**config.mk**
```make
export PLATFORM = sky130hd
export DESIGN_NAME = apb_master
export DESIGN_NICKNAME = d
export VERILOG_FILES = /design/src/rtl/apb_master.sv
export SDC_FILE = /design/constraint.sdc
export NUM_CORES = 1
export LEC_CHECK = 0
export ABC_AREA = 1
export CORE_ASPECT_RATIO = 0.8
export CORE_MARGIN = 3
export CORE_UTILIZATION = 62
export DETAILED_ROUTE_END_ITERATION = 12
export DONT_BUFFER_PORTS = 1
export GPL_ROUTABILITY_DRIVEN = 1
export MAX_ROUTING_LAYER = met4
export PLACE_DENSITY = 0.78
export SLEW_MARGIN = 40
export SYNTH_ARGS = -nofsm -noshare
export SYNTH_HDL_FRONTEND = slang
export SYNTH_SLANG_ARGS = --single-unit
export TNS_END_PERCENT = 10
```
**constraint.sdc**
```tcl
create_clock -name pclk -period 1.5 [get_ports pclk]
set_input_delay 0.3 -clock pclk [delete_from_list [all_inputs] [get_ports pclk]]
set_output_delay 0.3 -clock pclk [all_outputs]
set_load 0.005 [all_outputs]
```
**src/rtl/apb_master.sv**
```systemverilog
// Purpose : single-slave APB (AMBA 3) master; turns a local request into SETUP/ACCESS phases.
// Latency : request sampled at edge N -> SETUP in N+1, ACCESS from N+2, result visible from N+3 with no wait states.
// Backpr. : trans_i is accepted only in IDLE or on the ACCESS completion edge; pready low stretches ACCESS indefinitely.
//
// Ports:
//   pclk, preset_n (synchronous, active-high reset)
//   local side : trans_i, addr_i, wdata_i, wr_rd_i -> rdata_o, trans_err_o
//   APB side   : pselx, penable, pwrite, paddr, pwdata -> slave; pready, pslverr, prdata <- slave
module apb_master #(
    parameter int ADDR_WIDTH = 32,
    parameter int DATA_WIDTH = 32
) (
    input  logic                  pclk,
    input  logic                  preset_n,
    input  logic                  trans_i,
    input  logic [ADDR_WIDTH-1:0] addr_i,
    input  logic [DATA_WIDTH-1:0] wdata_i,
    input  logic                  wr_rd_i,
    input  logic                  pready,
    input  logic                  pslverr,
    input  logic [DATA_WIDTH-1:0] prdata,
    output logic                  pselx,
    output logic                  penable,
    output logic                  pwrite,
    output logic [ADDR_WIDTH-1:0] paddr,
    output logic [DATA_WIDTH-1:0] pwdata,
    output logic [DATA_WIDTH-1:0] rdata_o,
    output logic                  trans_err_o
);

    typedef enum logic [1:0] {
        IDLE   = 2'd0,
        SETUP  = 2'd1,
        ACCESS = 2'd2
    } state_t;

    state_t                state_q, state_d;
    logic                  pselx_d, penable_d, pwrite_d, trans_err_d;
    logic [ADDR_WIDTH-1:0] paddr_d;
    logic [DATA_WIDTH-1:0] pwdata_d, rdata_d;
    logic                  accept;

    // Next-state and next-output logic. Outputs are registered, so pselx/penable
    // are derived from the state we are about to enter rather than the current one.
    always_comb begin
        state_d     = state_q;
        paddr_d     = paddr;
        pwrite_d    = pwrite;
        pwdata_d    = pwdata;
        rdata_d     = rdata_o;
        trans_err_d = 1'b0;
        accept      = 1'b0;

        case (state_q)
            IDLE: begin
                if (trans_i) begin
                    accept  = 1'b1;
                    state_d = SETUP;
                end
            end
            SETUP: begin
                state_d = ACCESS;
            end
            ACCESS: begin
                if (pready) begin
                    if (!pwrite) begin
                        rdata_d = prdata;
                    end
                    trans_err_d = pslverr;
                    if (trans_i) begin
                        // Back-to-back: skip IDLE so pselx stays high across the boundary.
                        accept  = 1'b1;
                        state_d = SETUP;
                    end else begin
                        state_d = IDLE;
                    end
                end
            end
            default: begin
                state_d = IDLE;
            end
        endcase

        if (accept) begin
            paddr_d  = addr_i;
            pwrite_d = wr_rd_i;
            // Reads leave the previous write data on pwdata.
            if (wr_rd_i) begin
                pwdata_d = wdata_i;
            end
        end

        pselx_d   = (state_d != IDLE);
        penable_d = (state_d == ACCESS);
    end

    always_ff @(posedge pclk) begin
        if (preset_n) begin
            state_q     <= IDLE;
            pselx       <= 1'b0;
            penable     <= 1'b0;
            pwrite      <= 1'b0;
            paddr       <= '0;
            pwdata      <= '0;
            rdata_o     <= '0;
            trans_err_o <= 1'b0;
        end else begin
            state_q     <= state_d;
            pselx       <= pselx_d;
            penable     <= penable_d;
            pwrite      <= pwrite_d;
            paddr       <= paddr_d;
            pwdata      <= pwdata_d;
            rdata_o     <= rdata_d;
            trans_err_o <= trans_err_d;
        end
    end

endmodule

```
* Word level (Yosys, flattened, before mapping) *
Cells that the tools add are included.

operators by class
  mux-type cells = 7
  reduce and logical (&&, ||, !) cells = 5
  bitwise logic cells = 3
  equality and inequality tests = 3

operators by type and width
  cell                                           count
  one-hot mux 2 bit (3 select lines)             1
  == test 2 bit, second input constant           2
  2-to-1 mux 2 bit                               2
  2-to-1 mux 1 bit                               3
  NOT 1 bit                                      3
  AND reduction 3 bit                            1
  OR reduction 3 bit                             1
  == test 2 x 1 -> 1 bit, second input constant  1
  zero test 2 bit                                1
  one-hot mux 1 bit (2 select lines)             1
  AND reduction 2 bit                            1
  nonzero test 2 bit                             1

storage, ports and cells
  output and inout port bits = 100
  bits of input ports = 102
  logic and storage cells = 26
  register bits = 102

* Logic depth before layout (Yosys ltp) *
Gate-level depths: netlist of the first run.

  depth after elaboration = 4
  depth in mapped cells = 7
  depth with buffers taken out = 6

* Least setup slack after synthesis of the first run *
Ideal clock, no wire load.

  path kind = register to register
  start point = reg state_q[0]
  end point = reg pwdata[11]
  clock period less this slack = 1.060 ns
  data required time = 1.390 ns
  setup time = 0.110 ns
  path buffers = 2
  arrival = 0.950 ns
  setup slack = 0.440 ns
  stages on the path, launching flop included = 7
  cell sequence = dfxtp_1 > nor2_4 > buf_6 > buf_4 > nand4_1 > nand2_1 > nor2_1

on the way
  longest elaborated chain between the ends = 3
  elaborated cells between the ends (all ways) = 4
  classes of those cells = eq/ne: 1; mux: 1; reduce/logical: 2

RTL lines
  what                                              line  text
  start: declaration                                37    state_t state_q, state_d;
  start signal: assignment                          108   state_q <= state_d;
  == test 2 bit or zero test 2 bit (tied branches)  54    case (state_q)
  one-hot mux 1 bit (2 select lines) *              54
  AND reduction 2 bit (no source line) *            -
  end signal: assignment                            113   pwdata <= pwdata_d;
  end: declaration                                  26    output logic [DATA_WIDTH-1:0] pwdata,

Mark *: on every way between the ends. The rest lies on a longest branch, timed or not.
A chain may end at the register's enable or synchronous reset.

* Worst setup path after layout of the first run *
  start point = reg state_q[1]
  end point = reg paddr[4]

on the way
  longest elaborated chain between the ends = 2
  elaborated cells between the ends (all ways) = 3
  classes of those cells = eq/ne: 1; mux: 1; reduce/logical: 1

RTL lines
  what                                              line  text
  == test 2 bit or zero test 2 bit (tied branches)  54
  one-hot mux 1 bit (2 select lines) *              54
  end signal: assignment                            112   paddr <= paddr_d;
  end: declaration                                  25    output logic [ADDR_WIDTH-1:0] paddr,

Marks and branches as above.

==> results.json, run 1 <==
{
  "outcome": "completed",
  "fin_nets": 667,
  "synth_top_area_cell": "dfxtp_1",
  "dr.first_iter.drc_count": 186,
  "pre_cts_ws_ns": 0.302,
  "fin_ws_ns": 0.286,
  "synth_common_cells": "dfxtp_1, inv_1, nand2_1, nor2_1, a21oi_1",
  "skew_ns": 0.0104,
  "cp_max_fo": 23,
  "hp-class": "in -> reg",
  "cts_root_buffer": "clkbuf_8",
  "path_class": "reg -> reg",
  "area_growth_pct": 4.49,
  "fin_tns_setup_ns": 0,
  "drt-wirelength-per-cell_um": 15.0,
  "postRouteAntennaNets": 0,
  "synth_cells": 583,
  "post_cts_buffers": 0,
  "setup_violations": 0,
  "die_height_um": 79.9,
  "cp-start-kind": "flop",
  "end_kind": "flop",
  "required_ns": 1.79,
  "synth_area_um2": 4240,
  "io_pins": 202,
  "max-vdd-ir-drop_mv": 0.820,
  "design_area_um2": 4430,
  "crit_start": "state_q[1]",
  "viasPerCell": 5.36,
  "min_from": "preset_n",
  "postSynthAreaPerCell_um2": 7.26,
  "fill_cells": 599,
  "start_util_pct": 65.1,
  "grt_max_degree": 36,
  "fin_crit_sh_pct": 80.9,
  "path_clk_slew_ns": 0.11,
  "yosysSeqAreaShare_pct": 48.2,
  "antennaDiodeCount": 0,
  "maxCapViolations": 0,
  "finalPower_mw": 5.16,
  "routed_wirelength_mm": 9.81,
  "synth_area_leaders": "dfxtp_1, inv_1, nand2_1, nor2_1, nand4_1",
  "combPwrFrac_pct": 10.3,
  "die_width_um": 98.4,
  "io_buffers": 0,
  "cts_buffer_depth": 2,
  "rsz0062_at_grt": "false",
  "hold_viol": 0,
  "synth-edff-count": 0,
  "fmax_mhz": 824,
  "dpl.cell_count": 637,
  "worst-slew-pin-transition_ns": 0.471,
  "cellPowerDensity_nw_per_um2": 1170,
  "slew_headroom_pct": 68.6,
  "cts.repair.resized": 0,
  "dieArea_um2": 7870,
  "syn_nets": 685,
  "cts_tree": "done",
  "drc": 0,
  "worstPathArrival_ns": 1.51,
  "cts_sinks": 102,
  "p_int_mw": 3.71,
  "yosys_warnings": 0,
  "seq_power_share_pct": 58.0,
  "core_um2": 6510,
  "cts.htree.levels": 3,
  "synth_cell_types": 21,
  "p_sw_share_pct": 28.1,
  "synthMostInstantiatedCell": "dfxtp_1",
  "grt_pass1_wl_mm": 15.5,
  "layout-drive-gt1-share_pct": 8.60,
  "clkPwrFrac_pct": 31.7,
  "final_max_slew_viol_count": 0,
  "gr-usage-all-layers_pct": 25.3,
  "rows": 26,
  "place_hpwl_mm": 7.03,
  "drtPass1Iterations": 4,
  "fin_util_pct": 68.0,
  "hold_ws_ns": 0.0346,
  "power_leakage_nw": 2.05,
  "clk_latency_ns": 0.37,
  "grt_overflow_total": 0,
  "grt_pass1_vias": 3080,
  "instances_no_fill": 654,
  "yosysTopAreaCellShare_pct": 48.2,
  "synth_seq_cells": 102,
  "async_flop_share_pct": 0,
  "route.vias.total": 3507,
  "ys.flop_type": "dfxtp_1",
  "power_switching_mw": 1.45,
  "cts_made_buffers": 9,
  "gp_congestion": 0.795,
  "placed_cell_area_um2": 4220,
  "rr_startpoint": "state_q[1]",
  "finalCriticalPeriod_ns": 1.21,
  "antenna_found_initial": 0
}
state kept, by name, indices dropped and copies added (netlist names):
register,flops
paddr,32
pwdata,32
rdata_o,32
state_q,2
penable,1
pselx,1
pwrite,1
trans_err_o,1
cell families (layout without fill, tap and decap cells):
| group | count (synthesis) | count (layout) | synth area share [%] |
|---|---|---|---|
| buffers and inverters | 145 | 132 | 15.2 |
| AOI/OAI and AO/OA | 66 | 66 | 7.80 |
| DFF | 102 | 102 | 48.2 |
| and+or+nand+nor | 270 | 270 | 28.8 |
power by group through the flow:
stage	Sequential, mW	Combinational [mW]	Clock [mW]
after floorplan	3.01	0.469	0
after global placement	3.05	0.489	0
after detailed placement	3.05	0.511	0
after CTS	2.99	0.533	1.68
after global routing	3.01	0.621	1.81
final	2.99	0.530	1.64
per-layer routing:
metal | vias to the layer above | track usage, % | routed length [um]
met2 | 149 | 40.4 | 4760
met4 | 0 | 7.91 | 132
met3 | 14 | 9.87 | 965
met5 | - | - | 0
li1 | 1754 | - | -
met1 | 1590 | 29.7 | 3950
final timing paths:
kind	to	cells after the start	slack [ns]
setup / recovery	paddr[4]	5	0.29
hold / removal	pselx	1	0.03
setup reg to reg	paddr[4]	5	0.29
hold reg to reg	paddr[24]	2	0.49
what timing repair did:
item	4_1_cts	5_1_grt
setup endpoints to repair	0	0
hold buffers	1	0
hold endpoints to repair	35	0
critical path, cell delays in order (launching register included):
cell     delay, ns
dfxtp_1       0.39
nand2_2       0.11
nand2_2       0.24
buf_12        0.20
nand2_1       0.06
a21oi_1       0.14
placed cells by master, fill, tap and decap left out, drive strengths merged:
cell	count
dfxtp	102
inv	109
nand2	102
clkinv	1
o21ai	33
nand4	32
clkinvlp	1
nor2	101
clkbuf	9
buf	12
a21oi	33
nand3	35
area by class of cell:
| class | count | area, um^2 | area share (%) |
|---|---|---|---|
| clock buffers | 9 | 124 | 2.80 |
| clock inverters | 7 | 61.3 | 1.39 |
| inverters | 104 | 390 | 8.82 |
| multi-input cells | 336 | 1550 | 35.0 |
| flip-flops and latches | 102 | 2040 | 46.1 |
| well taps | 84 | 105 | 2.37 |
| repair buffers | 12 | 153 | 3.45 |
Note: power is estimated with default switching activity, not from simulation.
==> inputs of run 2 (changes only) <==
- CORE_UTILIZATION: 62 -> 56
- PLACE_DENSITY: 0.78 -> 0.74
- clock period: 1.5 -> 1.1 ns (I/O delays scaled with it)
==> run 2 against run 1 <==
  * The run now ends with negative hold slack, negative setup slack left
  * Clock power increased by 35%
  * Clock skew barely moved
  * Sequential power is 36% higher
  * Wire length up 5.0%
  * Global-route usage decreased by 2.3 points
  * Core utilization shrank 2.8 points
  * Final area increased by 4.6%
  * Die area up 10%
  * Via count increased by 0.14%
  * First-iteration DRC count fell by 43%
  * Final cell count rose by 2.4%
  * Setup slack got worse by 0.34 ns
  * Largest power group unchanged
  * Highest routed layer unchanged
==> results.json, run 2 (synthesis gave the netlist of run 1 again) <==
{
  "io_buffers": 0,
  "start_util_pct": 59.7,
  "slew_headroom_pct": 85.3,
  "clkPwrFrac_pct": 31.3,
  "gp_congestion": 0.813,
  "hp-class": "in -> reg",
  "cp-start-kind": "flop",
  "power_switching_mw": 1.94,
  "worstPathArrival_ns": 1.41,
  "grt_overflow_total": 0,
  "max-vdd-ir-drop_mv": 1.31,
  "hold_ws_ns": -0.0780,
  "drtPass1Iterations": 4,
  "reg2reg_slack_ns": -0.06,
  "antenna_found_initial": 0,
  "antennaDiodeCount": 0,
  "fin_crit_sh_pct": 105,
  "route.vias.total": 3512,
  "fill_cells": 642,
  "p_sw_share_pct": 27.3,
  "worst-slew-pin-transition_ns": 0.220,
  "viasPerCell": 5.24,
  "final_cell_mix": "inv_1, nor2_1, dfxtp_1",
  "finalPower_mw": 7.10,
  "hold_viol": 36,
  "routed_wirelength_mm": 10.3,
  "largest_registers": "paddr x32, pwdata x32, rdata_o x32",
  "cts_made_buffers": 9,
  "setup_violations": 41,
  "die_width_um": 103,
  "cts.htree.levels": 3,
  "die_height_um": 83.8,
  "skew_ns": 0.0101,
  "postRouteAntennaNets": 0,
  "slowest_delay_ns": 0.38,
  "clk_latency_ns": 0.36,
  "grt_max_degree": 40,
  "fmax_mhz": 866,
  "cp_cell_sequence": "nor2_4, buf_4, clkbuf_16, nand4_1, nand2_1, nor2_1",
  "combPwrFrac_pct": 11.2,
  "cp_max_fo": 19,
  "path_clk_slew_ns": 0.10,
  "fin_ws_ns": -0.0554,
  "fin_nets": 680,
  "drc": 0,
  "dr.first_iter.drc_count": 106,
  "layout_commonest_cell": "inv_1",
  "path_class": "reg -> reg",
  "core_um2": 7090,
  "layout-drive-gt1-share_pct": 11.1,
  "crit_buf_inv": 2,
  "cts_sinks": 102,
  "cts_buffer_depth": 2,
  "grt_pass1_vias": 3238,
  "fin_tns_setup_ns": -1.11,
  "cts_tree": "done",
  "drt-wirelength-per-cell_um": 15.4,
  "p_int_mw": 5.16,
  "worst_path_max_delay_cell": "dfxtp_4",
  "final_max_slew_viol_count": 0,
  "dieArea_um2": 8650,
  "area_growth_pct": 9.31,
  "maxCapViolations": 0,
  "cellPowerDensity_nw_per_um2": 1530,
  "crit_family": "flip-flops",
  "grt_pass1_wl_mm": 15.6,
  "power_leakage_nw": 2.13,
  "gr-usage-all-layers_pct": 23.0,
  "io_pins": 202,
  "finalCriticalPeriod_ns": 1.16,
  "rsz0062_at_grt": "true",
  "end_kind": "flop",
  "cts_root_buffer": "clkbuf_8",
  "seq_power_share_pct": 57.4,
  "place_hpwl_mm": 7.06,
  "required_ns": 1.36,
  "rows": 27,
  "violations": "negative hold slack, negative setup slack",
  "outcome": "complete, but fails checks"
}
run 2: worst paths after layout:
kind	start	end	depth (start not counted)
setup / recovery	state_q[0]	pwdata[26]	6
hold / removal	preset_n	pwrite	1
setup reg to reg	state_q[0]	pwdata[26]	6
hold reg to reg	paddr[23]	paddr[23]	2
run 2: through the flow:
stage | instance area [um^2] | instances | util (%) | hold WS (ns) | setup WS (ns)
after floorplan | 4240 | 583 | - | 0.358 | 0.0398
after global placement | 4320 | 646 | 60.9 | 0.300 | -0.0120
after detailed placement | 4320 | 646 | 60.9 | 0.300 | -0.0464
after CTS | 4530 | 664 | 63.9 | -0.0955 | -0.0369
after global routing | 4630 | 670 | 65.3 | -0.114 | -0.131
final | 4630 | 670 | 65.3 | -0.0780 | -0.0554
run 2: cell type report:
| type | instances | area [um^2] | share of cell area [%] |
|---|---|---|---|
| clock inverter | 6 | 52.6 | 1.14 |
| multi-input combinational | 336 | 1570 | 33.8 |
| inverter | 104 | 390 | 8.43 |
| sequential | 102 | 2050 | 44.2 |
| clock buffer | 10 | 138 | 2.97 |
| timing repair buffer | 25 | 325 | 7.03 |
| tap | 87 | 109 | 2.35 |
run 2: worst register-to-register path, cell delays in order (launching register included):
cell	delay (ns)
dfxtp_4	0.38
nor2_4	0.14
buf_4	0.15
clkbuf_16	0.19
nand4_1	0.09
nand2_1	0.07
nor2_1	0.03
run 2: routing by layer:
layer | wire (um) | GRT usage (%) | part of all wire [%] | up-vias
met5 | 0 | - | 0 | -
met4 | 156 | 6.59 | 1.5 | 0
met3 | 1050 | 9.11 | 10 | 15
met2 | 5050 | 38.3 | 49 | 140
met1 | 4040 | 25.2 | 39 | 1583
li1 | - | - | - | 1774
run 2: power by group through the flow:
stage               Clock (mW)  Sequential (mW)  Combinational, mW
floorplan                    0             4.11              0.640
global placement             0             4.16              0.710
detailed placement           0             4.16              0.740
CTS                       2.29             4.08              0.752
global route              2.45             4.10              0.919
finish                    2.22             4.08              0.796
run 2: repair_timing:
| item | CTS | global route |
|---|---|---|
| buffers inserted | 0 | 2 |
| setup endpoints to repair | 89 | 101 |
| hold buffers | 2 | 3 |
| cloned | 0 | 1 |
| resized for setup | 6 | 15 |
| pin swaps | 1 | 0 |
| endpoints found under the hold margin | 38 | 39 |
==> inputs of run 3 (changes only) <==
- CTS_CLUSTER_SIZE: unset -> 16
==> results of run 3 <==
Final layout, timing and power as in run 2 (identical DEF).
